### src/rtl/pgmap_pkg.sv
`default_nettype none
// pgmap_pkg: page-map entry layout, sequencer states, 68010 function codes
// and the rule for suppressing statistic updates.
package pgmap_pkg;

  localparam int PME_W       = 32;
  localparam int PME_VALID   = 31;
  localparam int PME_PROT_HI = 30;
  localparam int PME_PROT_LO = 25;
  localparam int PME_RSVD    = 24;
  localparam int PME_TYPE_HI = 23;
  localparam int PME_TYPE_LO = 22;
  localparam int PME_ACC     = 21;
  localparam int PME_MOD     = 20;
  localparam int PME_PFN_HI  = 19;

  localparam logic [2:0] FC_USER_DATA = 3'b001;
  localparam logic [2:0] FC_USER_PROG = 3'b010;
  localparam logic [2:0] FC_SUP_DATA  = 3'b101;
  localparam logic [2:0] FC_SUP_PROG  = 3'b110;
  localparam logic [2:0] FC_CPU_SPACE = 3'b111;

  typedef enum logic [2:0] {
    ST_IDLE   = 3'd0,
    ST_LOOKUP = 3'd1,
    ST_WAIT   = 3'd2,
    ST_CHECK  = 3'd3,
    ST_WRITE  = 3'd4,
    ST_DONE   = 3'd5
  } state_t;

  // CPU-space/MMU references, refresh/DMA program fetches and boot mode never touch statistics.
  function automatic logic stat_disable(input logic [2:0] fc,
                                        input logic       p_back,
                                        input logic       booten);
    return (fc[0] & fc[1] & ~p_back) | (fc[1] & p_back) | booten;
  endfunction

endpackage
`default_nettype wire

### src/rtl/pgmap_stat_writeback_if.sv
`default_nettype none
// pgmap_stat_writeback_if: synchronous page-map RAM port.
// master = sequencer side, slave = RAM side.
interface pgmap_stat_writeback_if #(
  parameter int VPN_W = 11
);
  logic             pme_re;
  logic             pme_we;
  logic [VPN_W-1:0] pme_addr;
  logic [31:0]      pme_rdata;
  logic [31:0]      pme_wdata;

  modport master (output pme_re, output pme_we, output pme_addr,
                  output pme_wdata, input pme_rdata);
  modport slave  (input pme_re, input pme_we, input pme_addr,
                  input pme_wdata, output pme_rdata);
endinterface
`default_nettype wire

### src/rtl/pgmap_stat_calc.sv
`default_nettype none
// pgmap_stat_calc: combinational disable and accessed/modified update for one
// page-map entry, plus the decision whether the entry must be rewritten.
module pgmap_stat_calc (
  input  logic [2:0] fc,
  input  logic       p_back,
  input  logic       booten,
  input  logic       dis_q,
  input  logic       read,
  input  logic       valid,
  input  logic       acc,
  input  logic       mod,
  output logic       dis,
  output logic       acc_n,
  output logic       mod_n,
  output logic       wr_need,
  output logic       invalid
);
  import pgmap_pkg::*;

  // dis feeds the capture register; the update itself uses the captured dis_q.
  always_comb begin
    dis     = stat_disable(fc, p_back, booten);
    acc_n   = acc | (valid & ~dis_q);
    mod_n   = mod | (valid & ~dis_q & ~read);
    wr_need = (acc_n != acc) | (mod_n != mod);
    invalid = ~valid & ~dis_q;
  end

endmodule
`default_nettype wire

### src/rtl/pgmap_stat_writeback.sv
`default_nettype none
// pgmap_stat_writeback: per bus cycle, reads the page-map entry, sets
// accessed/modified and writes the entry back only when those bits change.
module pgmap_stat_writeback #(
  parameter int VPN_W  = 11,
  parameter int RD_LAT = 1,
  parameter int CNT_W  = 16
) (
  input  logic                    clk,
  input  logic                    reset_n,
  input  logic                    cyc_start,
  input  logic                    cyc_read,
  input  logic [2:0]              cyc_fc,
  input  logic [VPN_W-1:0]        cyc_vpn,
  input  logic                    p_back,
  input  logic                    booten,
  pgmap_stat_writeback_if.master  ram,
  output logic                    cyc_done,
  output logic                    pme_invalid,
  output logic                    stat_dis,
  output logic [1:0]              stat_type,
  output logic                    stat_acc,
  output logic                    stat_mod,
  output logic [CNT_W-1:0]        wb_count
);
  import pgmap_pkg::*;

  localparam logic [1:0] WAIT_LAST = 2'(RD_LAT - 1);

  state_t             state, state_nx;
  logic [1:0]         wait_cnt;
  logic               read_q;
  logic [VPN_W-1:0]   vpn_q;
  logic [31:0]        entry_q;
  logic               dis_live, acc_n, mod_n, wr_need, invalid_c;

  pgmap_stat_calc u_calc (
    .fc      (cyc_fc),
    .p_back  (p_back),
    .booten  (booten),
    .dis_q   (stat_dis),
    .read    (read_q),
    .valid   (entry_q[PME_VALID]),
    .acc     (entry_q[PME_ACC]),
    .mod     (entry_q[PME_MOD]),
    .dis     (dis_live),
    .acc_n   (acc_n),
    .mod_n   (mod_n),
    .wr_need (wr_need),
    .invalid (invalid_c)
  );

  always_ff @(posedge clk or negedge reset_n) begin
    if (!reset_n) state <= ST_IDLE;
    else          state <= state_nx;
  end

  always_comb begin
    state_nx      = state;
    ram.pme_re    = 1'b0;
    ram.pme_we    = 1'b0;
    ram.pme_addr  = vpn_q;
    ram.pme_wdata = '0;
    cyc_done      = 1'b0;
    pme_invalid   = 1'b0;
    case (state)
      ST_IDLE:   if (cyc_start) state_nx = ST_LOOKUP;
      ST_LOOKUP: begin
        ram.pme_re = 1'b1;
        state_nx   = ST_WAIT;
      end
      ST_WAIT:   if (wait_cnt == WAIT_LAST) state_nx = ST_CHECK;
      ST_CHECK: begin
        pme_invalid = invalid_c;
        state_nx    = wr_need ? ST_WRITE : ST_DONE;
      end
      ST_WRITE: begin
        pme_invalid   = invalid_c;
        ram.pme_we    = 1'b1;
        // stat_acc/stat_mod already hold the updated bits here
        ram.pme_wdata = {entry_q[PME_VALID:PME_TYPE_LO], stat_acc, stat_mod,
                         entry_q[PME_PFN_HI:0]};
        state_nx      = ST_DONE;
      end
      ST_DONE: begin
        pme_invalid = invalid_c;
        cyc_done    = 1'b1;
        if (!cyc_start) state_nx = ST_IDLE;
      end
      default:   state_nx = ST_IDLE;
    endcase
  end

  always_ff @(posedge clk or negedge reset_n) begin
    if (!reset_n) begin
      wait_cnt  <= '0;
      read_q    <= 1'b0;
      vpn_q     <= '0;
      entry_q   <= '0;
      stat_dis  <= 1'b0;
      stat_type <= '0;
      stat_acc  <= 1'b0;
      stat_mod  <= 1'b0;
      wb_count  <= '0;
    end else begin
      if (state == ST_IDLE && cyc_start) begin
        read_q   <= cyc_read;
        vpn_q    <= cyc_vpn;
        stat_dis <= dis_live;
      end
      if (state == ST_LOOKUP)    wait_cnt <= '0;
      else if (state == ST_WAIT) wait_cnt <= wait_cnt + 2'd1;
      if (state == ST_WAIT && wait_cnt == WAIT_LAST) entry_q <= ram.pme_rdata;
      if (state == ST_CHECK) begin
        stat_type <= entry_q[PME_TYPE_HI:PME_TYPE_LO];
        stat_acc  <= acc_n;
        stat_mod  <= mod_n;
      end
      if (state == ST_WRITE && wb_count != '1) wb_count <= wb_count + 1'b1;
    end
  end

endmodule
`default_nettype wire

### src/flat_wrapper.sv
// flat-port wrapper written by rule: the top's interface ports become plain ports
module pgmap_stat_writeback_flat import pgmap_pkg::*;
#(
  parameter int VPN_W  = 11,
  parameter int RD_LAT = 1,
  parameter int CNT_W  = 16
)
  (clk, reset_n, cyc_start, cyc_read, cyc_fc, cyc_vpn, p_back, booten, cyc_done, pme_invalid, stat_dis, stat_type, stat_acc, stat_mod, wb_count, ram_pme_re, ram_pme_we, ram_pme_addr, ram_pme_wdata, ram_pme_rdata);
  pgmap_stat_writeback_if #(.VPN_W(VPN_W)) ram_i ();
  input  logic clk;
  input  logic reset_n;
  input  logic cyc_start;
  input  logic cyc_read;
  input  logic [2:0] cyc_fc;
  input  logic [VPN_W-1:0] cyc_vpn;
  input  logic p_back;
  input  logic booten;
  output logic cyc_done;
  output logic pme_invalid;
  output logic stat_dis;
  output logic [1:0] stat_type;
  output logic stat_acc;
  output logic stat_mod;
  output logic [CNT_W-1:0] wb_count;
  output wire logic [$bits(ram_i.pme_re)-1:0] ram_pme_re;
  output wire logic [$bits(ram_i.pme_we)-1:0] ram_pme_we;
  output wire logic [$bits(ram_i.pme_addr)-1:0] ram_pme_addr;
  output wire logic [$bits(ram_i.pme_wdata)-1:0] ram_pme_wdata;
  input wire logic [$bits(ram_i.pme_rdata)-1:0] ram_pme_rdata;
  assign ram_pme_re = ram_i.pme_re;
  assign ram_pme_we = ram_i.pme_we;
  assign ram_pme_addr = ram_i.pme_addr;
  assign ram_pme_wdata = ram_i.pme_wdata;
  assign ram_i.pme_rdata = ram_pme_rdata;
  pgmap_stat_writeback #(.VPN_W(VPN_W), .RD_LAT(RD_LAT), .CNT_W(CNT_W)) u_core (.clk(clk), .reset_n(reset_n), .cyc_start(cyc_start), .cyc_read(cyc_read), .cyc_fc(cyc_fc), .cyc_vpn(cyc_vpn), .p_back(p_back), .booten(booten), .ram(ram_i), .cyc_done(cyc_done), .pme_invalid(pme_invalid), .stat_dis(stat_dis), .stat_type(stat_type), .stat_acc(stat_acc), .stat_mod(stat_mod), .wb_count(wb_count));
endmodule
### config.mk
export PLATFORM = sky130hd
export DESIGN_NAME = pgmap_stat_writeback_flat
export DESIGN_NICKNAME = d
export VERILOG_FILES = /design/src/rtl/pgmap_pkg.sv /design/src/rtl/pgmap_stat_writeback_if.sv /design/src/rtl/pgmap_stat_calc.sv /design/src/rtl/pgmap_stat_writeback.sv /design/src/flat_wrapper.sv
export SDC_FILE = /design/constraint.sdc
export NUM_CORES = 1
export LEC_CHECK = 0
export CORE_MARGIN = 10
export CORE_UTILIZATION = 49
export CTS_BUF_LIST = sky130_fd_sc_hd__clkbuf_4
export DETAILED_ROUTE_END_ITERATION = 6
export PLACE_DENSITY = 0.87
export REMOVE_ABC_BUFFERS = 1
export SLEW_MARGIN = 20
export SYNTH_ARGS = -nofsm -noshare
export SYNTH_HDL_FRONTEND = slang
export SYNTH_SLANG_ARGS = --single-unit
### constraint.sdc
create_clock -name clk -period 5.5 [get_ports clk]
set_input_delay 0.55 -clock clk [delete_from_list [all_inputs] [get_ports clk]]
set_output_delay 0.55 -clock clk [all_outputs]
set_load 0.01 [all_outputs]
## Word-level counts from Yosys, hierarchy flattened

Cells that the tools add are included.

- RAM bits: 0
- Register bits after elaboration: 70
- Bits of input ports: 52
- Bits in latches: 0
- ROM bits: 0
- Output and inout port bits: 68
- Logic and storage cells: 58
- Memories kept: 0

- Multipliers: 0
- Shift-type cells: 0
- Reduce and logical (&&, ||, !) cells: 8
- Mux-type cells: 12
- Add/subtract/negate cells: 2
- Div/mod/pow operators: 0
- Equality and inequality tests: 11
- Bitwise operators: 15
- Order comparisons: 0

Operator list:

| operator | number |
|---|---|
| $mux W32 | 1 |
| $pmux W3 S6 | 1 |
| $add A16 B1 Y16 const B | 1 |
| $ne A16 B16 Y1 const B | 1 |
| $mux W3 | 3 |
| $and A1 B1 Y1 | 6 |
| $eq A3 B2 Y1 const B | 2 |
| $eq A3 B3 Y1 const B | 2 |
| $ne A2 B2 Y1 const B | 3 |
| $mux W1 | 5 |
| $or A1 B1 Y1 | 5 |
| $mux W2 | 2 |
| $not A1 Y1 | 4 |
| $eq A3 B1 Y1 const B | 1 |
| $logic_and A1 B1 Y1 | 3 |
| $logic_not A3 Y1 | 1 |
| $reduce_and A3 Y1 | 1 |
| $reduce_or A3 Y1 | 1 |
| $add A2 B1 Y2 const B | 1 |
| $logic_not A2 Y1 | 1 |
| $ne A1 B1 Y1 | 2 |
| $reduce_bool A2 Y1 | 1 |

## Logic depth before layout (Yosys ltp)

Gate-level depths: netlist of the first run.

- Word-level depth: 8
- Gate-level depth with buffers: 6
- Gate-level depth less buffers: 5

## Cells and area by module

A second synthesis of the first run with hierarchy kept.

- Cells, all modules: 255
- Area total of the unflattened synthesis: 3213.1 um2

By module, submodules not included:

| module | sequential area each (um2) | cells each | times used | area an instance (um2) |
|---|---|---|---|---|
| pgmap_stat_writeback | 1751.7 | 247 | 1 | 3153.0 |
| pgmap_stat_calc | 0.0 | 8 | 1 | 60.1 |

## Least setup slack after synthesis of the first run

No wires, ideal clock.

- Kind: register -> output
- From: register u_core.state[0]
- To: output port ram_pme_wdata[22]
- Stages on the path, launching flop included: 6
- Required time: 4.950 ns
- Arrival time: 1.585 ns
- Buffers on the path: 2
- Path slack: 3.365 ns
- Path through: dfrtp_1 > buf_6 > or3b_4 > inv_1 > clkbuf_1 > and2_1

- Cells in the longest elaborated chain, start to end: 2

Ends and longest elaborated chain:

| element | RTL line | RTL |
|---|---|---|
| start: declaration | pgmap_stat_writeback.sv:30 | `state_t state, state_nx;` |
| start signal: assignment | pgmap_stat_writeback.sv:55 | `else state <= state_nx;` |
| $eq A3 B3 Y1 | pgmap_stat_writeback.sv:66 | `case (state)` |
| $mux W32 | pgmap_stat_writeback.sv:66 |  |
| end: declaration | flat_wrapper.sv:28 | `output wire logic [$bits(ram_i.pme_wdata)-1:0] ram_pme_wdata;` |

No other way between the ends.

## Worst setup path in the final report of the first run

- From: register u_core.state[0]
- To: output port ram_pme_wdata[25]

The elaborated chain is that of the path after synthesis.

==> flow_summary.yaml, run 1 <==
global_routing:
  grt-ovfl-total: 0
  grt_pass1_vias: 2427
  grtUsageTotal_pct: 14.7
  grt_max_degree: 71
  grt_pass1_wl_mm: 12.0
  antenna_found_initial: 0
cts:
  hold_buffers: 0
  clk_path_buf_depth: 2
  root_buffer: "clkbuf_4"
  htreeDepth: 3
  clkSinkCount: 70
  cts_buffers: 9
  clkLatencyLatePin_ns: 0.40
  cts_tree: "yes"
  post_cts_buffers: 0
  clk_pin_slew_ns: 0.12
  ctsResizeCount: 0
timing:
  totalNegativeSetupSlack_ns: 0
  finalCriticalPeriod_ns: 3.44
  finalClockSkew_ns: 0.0122
  max_freq_mhz: 291
  drv_slew: 0
  rsz0062_at_grt: "false"
  maxSlewHeadroom_pct: 30.2
  worstMarginPinSlew_ns: 1.04
  hold_violations: 0
  fin_crit_sh_pct: 62.5
  setup_viol: 0
route:
  wl_mm: 7.52
  viasPerCell: 5.14
  via_count: 2379
  drt_pass1_iterations: 4
  drtAntennaViolNets: 0
  drc: 0
  drtIter0Drc: 55
  wl_per_cell_um: 16.2
finish:
  final_util_pct: 71.4
  final_layout_size_suffix_gt1_share_pct: 17.4
  fillerInstances: 496
  diodes: 0
  area_growth_pct: 42.2
  finish.instance_area_mm2: 0.00451
  nNetsFinal: 435
place:
  post_dp_cell_area_mm2: 0.00440
  place_congestion: 0.830
  io_buffers: 118
  dpl.hpwl_mm: 5.57
critical_path:
  crit_chain: "or3b_4 -> inv_1 -> and2_1 -> clkdlybuf4s50_1"
  critical_path_required_ns: 4.95
  worstSetupPathType: "flop to output pin"
  slowest_delay_ns: 0.69
  crit_fanout: 36
  arrival_ns: 2.89
  startpoint_type: "flop"
  reg2reg_to: "u_core.wb_count[14]"
  worstRegToRegCells: 5
  cpMaxStageDelayCell: "inv_1"
  worstReg2RegStart: "u_core.state[0]"
  end_kind: "output pin"
  regToRegSetupSlack_ns: 3.07
die:
  start_util_pct: 50.2
  die_y_um: 100
  fp.dieW_um: 100
  coreArea_mm2: 0.00631
  ios: 120
  num_rows: 29
  dieArea_mm2: 0.0101
status:
  outcome: "finished clean"
synthesis:
  synth_edf_count: 0
  async_flop_share_pct: 100
  yosysWarnings: 0
  synth.distinct_cells: 35
  synth_seq_area_share_pct: 55.3
  ys_ff_latch: 70
  syn_inst: 261
  syn-cell-area_mm2: 0.00317
  synth_ff_type: "dfrtp_1"
  synth.avg_cell_area_um2: 12.1
pwr:
  total_leakage_power_nw: 1.90
  p_per_area_mw_per_mm2: 435
  finalPower_mw: 1.96
  peakVddDrop_v: 0.000353
run:
  cap_violations: 0
min_path:
  hold_class: "input port to asynchronous set/reset pin"
==> kinds of logic after synthesis <==
| kind of cell | Yosys count | synth area share [%] |
|---|---|---|
| xor gates and xnor gates | 14 | 3.87 |
| adders and majority gates | 2 | 0.789 |
| muxes | 47 | 16.7 |
| DFF | 70 | 55.3 |
| and+or+nand+nor | 94 | 17.5 |
| AOI/OAI and AO/OA | 18 | 3.43 |
| buffers and inverters | 16 | 2.45 |
==> placed cells by master, fill, tap and decap left out, drive strengths merged, types with 7 or more instances in the layout <==
cell           count
and2              33
clkbuf            11
nand3              9
nand4              7
o21ai              9
nand2             13
mux2              47
clkdlybuf4s50    117
dfrtp             70
xor2               8
nor2               8
==> cell usage after synthesis, types with 4 or more instances <==
master	instances	share of area, %
dfrtp_1	70	55
mux2_2	45	16
and2_1	33	6.5
nand2_1	12	1.4
nand3_1	9	1.4
o21ai_0	9	1.4
nor2_1	8	0.95
xor2_1	8	2.2
nand4_1	7	1.4
nor3_1	6	0.95
xnor2_1	6	1.7
buf_2	5	0.79
inv_1	5	0.59
clkbuf_1	4	0.47
nor2b_1	4	0.79
==> report_power, final <==
part           internal (mW)  total (mW)  switching [mW]
combinational          0.500       0.824           0.324
clock                 0.0996       0.270           0.170
sequential             0.730       0.868           0.138
==> final cells by class <==
class | instances | area [µm²] | area share [%]
Multi-Input combinational cell | 175 | 1340 | 29.7
Clock buffer | 11 | 82.6 | 1.83
Tap cell | 77 | 96.3 | 2.14
Inverter | 5 | 18.8 | 0.416
Timing Repair Buffer | 120 | 1190 | 26.4
Sequential cell | 70 | 1750 | 38.9
Clock inverter | 5 | 26.3 | 0.583
==> how the worst max path moves through the flow <==
| stage | to | cells past startpoint | from |
|---|---|---|---|
| after floorplan | ram_pme_wdata[0] | 3 | u_core.state[0] |
| after global placement | ram_pme_wdata[28] | 4 | u_core.state[0] |
| after detailed placement | ram_pme_wdata[5] | 4 | u_core.state[0] |
| after CTS | ram_pme_wdata[5] | 4 | u_core.state[0] |
| after global routing | ram_pme_wdata[23] | 4 | u_core.state[0] |
| final | ram_pme_wdata[25] | 4 | u_core.state[0] |
==> state kept, by name, indices dropped and copies added (netlist names) <==
register	flops
u_core.stat_mod	1
u_core.stat_acc	1
u_core.wb_count	16
u_core.stat_type	2
u_core.state	3
u_core.ram.pme_addr	11
u_core.read_q	1
u_core.wait_cnt	2
u_core.stat_dis	1
u_core.entry_q	32
==> metal layers <==
| layer | up-vias | global-route usage, % | share of wire, % |
|---|---|---|---|
| li1 | 1149 | - | - |
| met1 | 1151 | 16.2 | 40 |
| met2 | 75 | 24.5 | 50 |
| met3 | 4 | 7.21 | 9.0 |
| met4 | 0 | 4.57 | 0.69 |
| met5 | - | 0 | 0 |
==> through the flow <==
stage,cells,setup WS [ns],hold WS (ns)
after floorplan,250,3.36,0.254
after global placement,447,2.44,0.463
after detailed placement,447,2.42,0.469
after CTS,463,1.97,0.355
after global routing,463,1.85,0.384
final,463,2.06,0.341
==> worst max-delay path, delay by kind of cell (launching register included) <==
family	cells	cell delay (ns)
buf+inv	2	1.25
simple gates	2	0.72
flops	1	0.51
(Power assumes the default switching activity.)
==> inputs of run 2 (changes only) <==
--- a/config.mk
+++ b/config.mk
@@ -6,10 +6,10 @@
 export NUM_CORES = 1
 export LEC_CHECK = 0
 export CORE_MARGIN = 10
-export CORE_UTILIZATION = 49
+export CORE_UTILIZATION = 46
 export CTS_BUF_LIST = sky130_fd_sc_hd__clkbuf_4
 export DETAILED_ROUTE_END_ITERATION = 6
-export PLACE_DENSITY = 0.87
+export PLACE_DENSITY = 0.82
 export REMOVE_ABC_BUFFERS = 1
 export SLEW_MARGIN = 20
 export SYNTH_ARGS = -nofsm -noshare
==> constraint.sdc (replaced) <==
create_clock -name clk -period 3.2 [get_ports clk]
set_input_delay 0.32 -clock clk [delete_from_list [all_inputs] [get_ports clk]]
set_output_delay 0.32 -clock clk [all_outputs]
set_load 0.01 [all_outputs]
==> run 2 against run 1 <==
Compared with the run above: combinational power grew 74%; sequential power grew 72%; global-route usage is essentially flat; largest cell class unchanged; highest routed layer unchanged; first-iteration DRC count shrank 16%; utilization shrank 4.2 points; non-clock buffer count grew 4.
==> flow_summary.yaml, run 2 (same netlist as run 1, synthesis figures left out) <==
pwr:
  switching_power_mw: 1.09
  total_leakage_power_nw: 1.92
  p_per_area_mw_per_mm2: 747
  seq_power_share_pct: 44.0
  peakVddDrop_v: 0.000420
  p_clk_share_pct: 13.7
  p_int_mw: 2.30
  combPwrFrac_pct: 42.3
  switching_share_pct: 32.2
cts:
  cts_buffers: 9
  clkLatencyLatePin_ns: 0.38
  clk_pin_slew_ns: 0.11
  clk_path_buf_depth: 2
  clkSinkCount: 70
  cts_tree: "yes"
  ctsResizeCount: 0
  hold_buffers: 0
  htreeDepth: 3
  root_buffer: "clkbuf_4"
  post_cts_buffers: 0
die:
  start_util_pct: 46.9
  dieArea_mm2: 0.0106
  die_y_um: 103
  num_rows: 30
  fp.dieW_um: 103
  coreArea_mm2: 0.00676
  ios: 120
finish:
  diodes: 0
  final_common_cell: "clkdlybuf4s50_1"
  area_growth_pct: 43.2
  final_cell_mix: "clkdlybuf4s50_1 (117), dfrtp_1 (70), mux2_2 (45)"
  largest_reg_flops: 32
  largest_register: "u_core.entry_q"
  final_layout_size_suffix_gt1_share_pct: 18.3
  nNetsFinal: 439
timing:
  finalCriticalPeriod_ns: 2.75
  setup_ws_ns: 0.449
  totalNegativeSetupSlack_ns: 0
  whs_ns: 0.0587
  finalClockSkew_ns: 0.0130
  setup_viol: 0
  rsz0062_at_grt: "false"
  fin_crit_sh_pct: 86.0
  hold_violations: 0
  drv_slew: 0
  worstMarginPinSlew_ns: 0.913
  maxSlewHeadroom_pct: 39.1
  max_freq_mhz: 363
global_routing:
  grtUsageMet1_pct: 17.9
  grt_max_degree: 43
  grtUsageTotal_pct: 14.7
  grtUsageMet2_pct: 22.3
  antenna_found_initial: 0
  grt_pass1_vias: 2523
  grt_pass1_wl_mm: 12.4
  grt.met3_usage_pct: 7.51
  busiest_layer: "met2"
  grt-ovfl-total: 0
critical_path:
  cp_top_family: "simple AND/OR/NAND/NOR gates"
  startpoint_type: "flop"
  crit_fanout: 10
  cpMaxStageDelayCell: "clkdlybuf4s50_1"
  slowest_delay_ns: 0.60
  critical_path_required_ns: 2.88
  arrival_ns: 2.43
  end_kind: "output pin"
  worstSetupPathType: "flop to output pin"
  path_buf_inv: 1
  crit_chain: "nor2b_1 -> nand2_1 -> a211oi_1 -> clkdlybuf4s50_1"
min_path:
  hold_class: "input port to asynchronous set/reset pin"
route:
  viasPerCell: 5.14
  drtAntennaViolNets: 0
  via_count: 2412
  wl_mm: 7.71
  drc: 0
  drtIter0Drc: 46
  drt_pass1_iterations: 4
  wl_per_cell_um: 16.4
status:
  outcome: "finished clean"
place:
  io_buffers: 118
  dpl.hpwl_mm: 5.89
  place_congestion: 0.819
  place_ws_ns: 0.854
run:
  cap_violations: 0
## run 2: final timing paths
check / startpoint / end / slack [ns] / depth (start not counted)
hold reg to reg: u_core.wait_cnt[1] / u_core.wait_cnt[1] / 0.49 / 2
max in group asynchronous: reset_n / u_core.ram.pme_addr[10] / 2.35 / 2
setup reg to reg: u_core.state[1] / u_core.entry_q[19] / 0.99 / 4
min in group clk: cyc_read / u_core.read_q / 0.49 / 3
hold / removal: reset_n / u_core.stat_type[0] / 0.06 / 1
setup / recovery: u_core.state[1] / pme_invalid / 0.45 / 4
## run 2: final cells by class
type / instances / area [µm²]
tap: 80 / 100
clock inverter: 4 / 25.0
timing repair buffer: 124 / 1220
multi-input combinational: 175 / 1340
sequential: 70 / 1750
clock buffer: 11 / 82.6
fill: 528 / 2220
inverter: 5 / 18.8
## run 2: per-layer routing
metal	wire, µm	up-vias
met2	3480	92
li1	-	1153
met1	3300	1161
met4	53	0
met5	0	-
met3	882	6
## run 2: power groups by stage
stage          Combinational (mW)  Sequential (mW)  Clock [mW]
3_3_place_gp                 1.42             1.49           0
4_1_cts                      1.46             1.50       0.492
3_5_place_dp                 1.46             1.52           0
2_1_floorplan               0.737             1.52           0
6_report                     1.43             1.49       0.465
5_1_grt                      1.58             1.56       0.530
## run 2: per-stage QoR
step                instance area (µm²)  instances  total power, mW  util [%]
detailed placement                 4430        454             2.97      65.6
finish                             4540        469             3.39      67.2
global route                       4540        469             3.67      67.2
CTS                                4540        469             3.45      67.2
global placement                   4430        454             2.91      65.6
floorplan                          3110        250             2.26         -
==> inputs of run 3 (changes only) <==
--- a/config.mk
+++ b/config.mk
@@ -6,10 +6,10 @@
 export NUM_CORES = 1
 export LEC_CHECK = 0
 export CORE_MARGIN = 10
-export CORE_UTILIZATION = 46
+export CORE_UTILIZATION = 41
 export CTS_BUF_LIST = sky130_fd_sc_hd__clkbuf_4
 export DETAILED_ROUTE_END_ITERATION = 6
-export PLACE_DENSITY = 0.82
+export PLACE_DENSITY = 0.77
 export REMOVE_ABC_BUFFERS = 1
 export SLEW_MARGIN = 20
 export SYNTH_ARGS = -nofsm -noshare
==> constraint.sdc (replaced) <==
create_clock -name clk -period 2.3 [get_ports clk]
set_input_delay 0.23 -clock clk [delete_from_list [all_inputs] [get_ports clk]]
set_output_delay 0.23 -clock clk [all_outputs]
set_load 0.01 [all_outputs]
==> run 3 against run 2 <==
Compared with the run above: final cell count grew 6.6%; clock-buffer cell count shrank 2; setup slack worse by 0.32 ns; register-to-register slack worse by 0.77 ns; combinational power rose by 45%; critical path depth is 2 higher.
==> flow_summary.yaml, run 3 (same netlist as run 1, synthesis figures left out) <==
status:
  outcome: "finished clean"
global_routing:
  grt_pass1_wl_mm: 12.4
  grt-ovfl-total: 0
  grt_pass1_vias: 2465
  grt_max_degree: 71
  antenna_found_initial: 0
  grtUsageTotal_pct: 13.4
timing:
  setup_viol: 0
  fin_crit_sh_pct: 94.5
  finalCriticalPeriod_ns: 2.17
  finalClockSkew_ns: 0.0221
  drv_slew: 0
  max_freq_mhz: 460
  worstMarginPinSlew_ns: 0.881
  maxSlewHeadroom_pct: 41.3
  hold_violations: 0
  totalNegativeSetupSlack_ns: 0
  rsz0062_at_grt: "false"
  whs_ns: 0.377
finish:
  final_cell_mix: "clkdlybuf4s50_1 (83), dfrtp_1 (70), mux2_2 (45)"
  largest_register: "u_core.entry_q"
  nNetsFinal: 447
  largest_reg_flops: 32
  diodes: 0
  final_layout_size_suffix_gt1_share_pct: 20.6
  final_common_cell: "clkdlybuf4s50_1"
  area_growth_pct: 45.7
die:
  coreArea_mm2: 0.00761
  fp.dieW_um: 108
  start_util_pct: 41.7
  die_y_um: 108
  num_rows: 32
  ios: 120
  dieArea_mm2: 0.0116
cts:
  clk_pin_slew_ns: 0.12
  clk_path_buf_depth: 2
  root_buffer: "clkbuf_4"
  htreeDepth: 3
  clkLatencyLatePin_ns: 0.41
  cts_tree: "yes"
  clkSinkCount: 70
  cts_buffers: 9
critical_path:
  worstSetupPathType: "flop to output pin"
  regToRegSetupSlack_ns: 0.22
  worstRegToRegCells: 5
  end_kind: "output pin"
  startpoint_type: "flop"
  critical_path_required_ns: 2.07
  reg2reg_to: "u_core.wb_count[1]"
  worstReg2RegStart: "u_core.wb_count[0]"
  arrival_ns: 1.94
  crit_fanout: 15
pwr:
  total_leakage_power_nw: 2.12
  p_per_area_mw_per_mm2: 1050
  peakVddDrop_v: 0.000544
place:
  dpl.hpwl_mm: 6.04
  io_buffers: 118
  place_congestion: 0.762
route:
  drtIter0Drc: 41
  via_count: 2426
  viasPerCell: 4.85
  drtAntennaViolNets: 0
  drt_pass1_iterations: 4
  wl_per_cell_um: 15.8
  drc: 0
  wl_mm: 7.88
min_path:
  min_path_cells: 3
  hold-path-endpoint: "u_core.read_q"
  hold_path_startpoint: "cyc_read"
  hold_class: "input port to flop"
run:
  cap_violations: 0
==> run 3: cell types whose count changed in the layout (fill, tap and decap cells not counted), sizes merged, moves of 3 or more <==
cell and delta:
clkdlybuf4s50 -34, dlygate4sd2 +31, buf +7, clkinv +3
==> run 3: worst max path at each step <==
| stage | end | from | slack [ns] | cells after the start |
|---|---|---|---|---|
| final | ram_pme_wdata[14] | u_core.state[1] | 0.13 | 6 |
| after floorplan | u_core.entry_q[0] | u_core.state[1] | 0.16 | 3 |
| after global routing | ram_pme_wdata[14] | u_core.state[1] | 0.008 | 6 |
| after CTS | ram_pme_wdata[31] | u_core.state[1] | 0.006 | 6 |
| after global placement | ram_pme_wdata[31] | u_core.state[0] | 0.24 | 5 |
| after detailed placement | ram_pme_wdata[31] | u_core.state[0] | 0.22 | 5 |
==> run 3: layout make-up <==
class                      instances  area (µm²)
multi-input combinational        175        1340
fill                             649        2990
tap                              102         128
clock buffer                       9        67.6
clock inverter                     7        65.1
inverter                           5        18.8
sequential                        70        1750
timing repair buffer             132        1240
==> run 3: stage by stage <==
stage	total power, mW	util, %	cells	area (µm²)	setup WS (ns)
6_report	4.86	60.7	500	4620	0.127
5_1_grt	5.21	60.7	500	4620	0.00795
4_1_cts	4.95	60.8	500	4620	0.00633
3_5_place_dp	4.22	59.0	480	4490	0.216
3_3_place_gp	4.13	59.0	480	4490	0.239
2_1_floorplan	3.14	-	250	3110	0.158
==> run 3: critical path, stage by stage, from the launching register on <==
cell	delay, ns
dfrtp_1	0.39
or3b_4	0.45
inv_2	0.09
buf_6	0.14
buf_4	0.12
and2_1	0.11
clkdlybuf4s15_1	0.24
==> run 3: metal layers <==
layer / vias up / track usage [%] / routed length (µm) / share of wire [%]
met4: 0 / 3.72 / 99 / 1.3
met5: - / 0 / 0 / 0
met2: 75 / 23.3 / 4020 / 51
met3: 7 / 5.33 / 550 / 7.0
met1: 1170 / 15.0 / 3210 / 41
li1: 1174 / - / - / -
==> run 3: what timing repair did <==
item | in CTS | in global routing
endpoints found under the setup margin | 34 | 3
hold buffers | 1 | 0
pin swaps | 1 | 0
gates resized for setup | 38 | 5
buffers inserted | 3 | 0
hold endpoints to repair | 70 | 0
==> run 3: report_power, final <==
part           internal [mW]  total, mW  switching [mW]
combinational           1.22       2.07           0.847
clock                  0.324      0.757           0.433
sequential              1.75       2.04           0.292
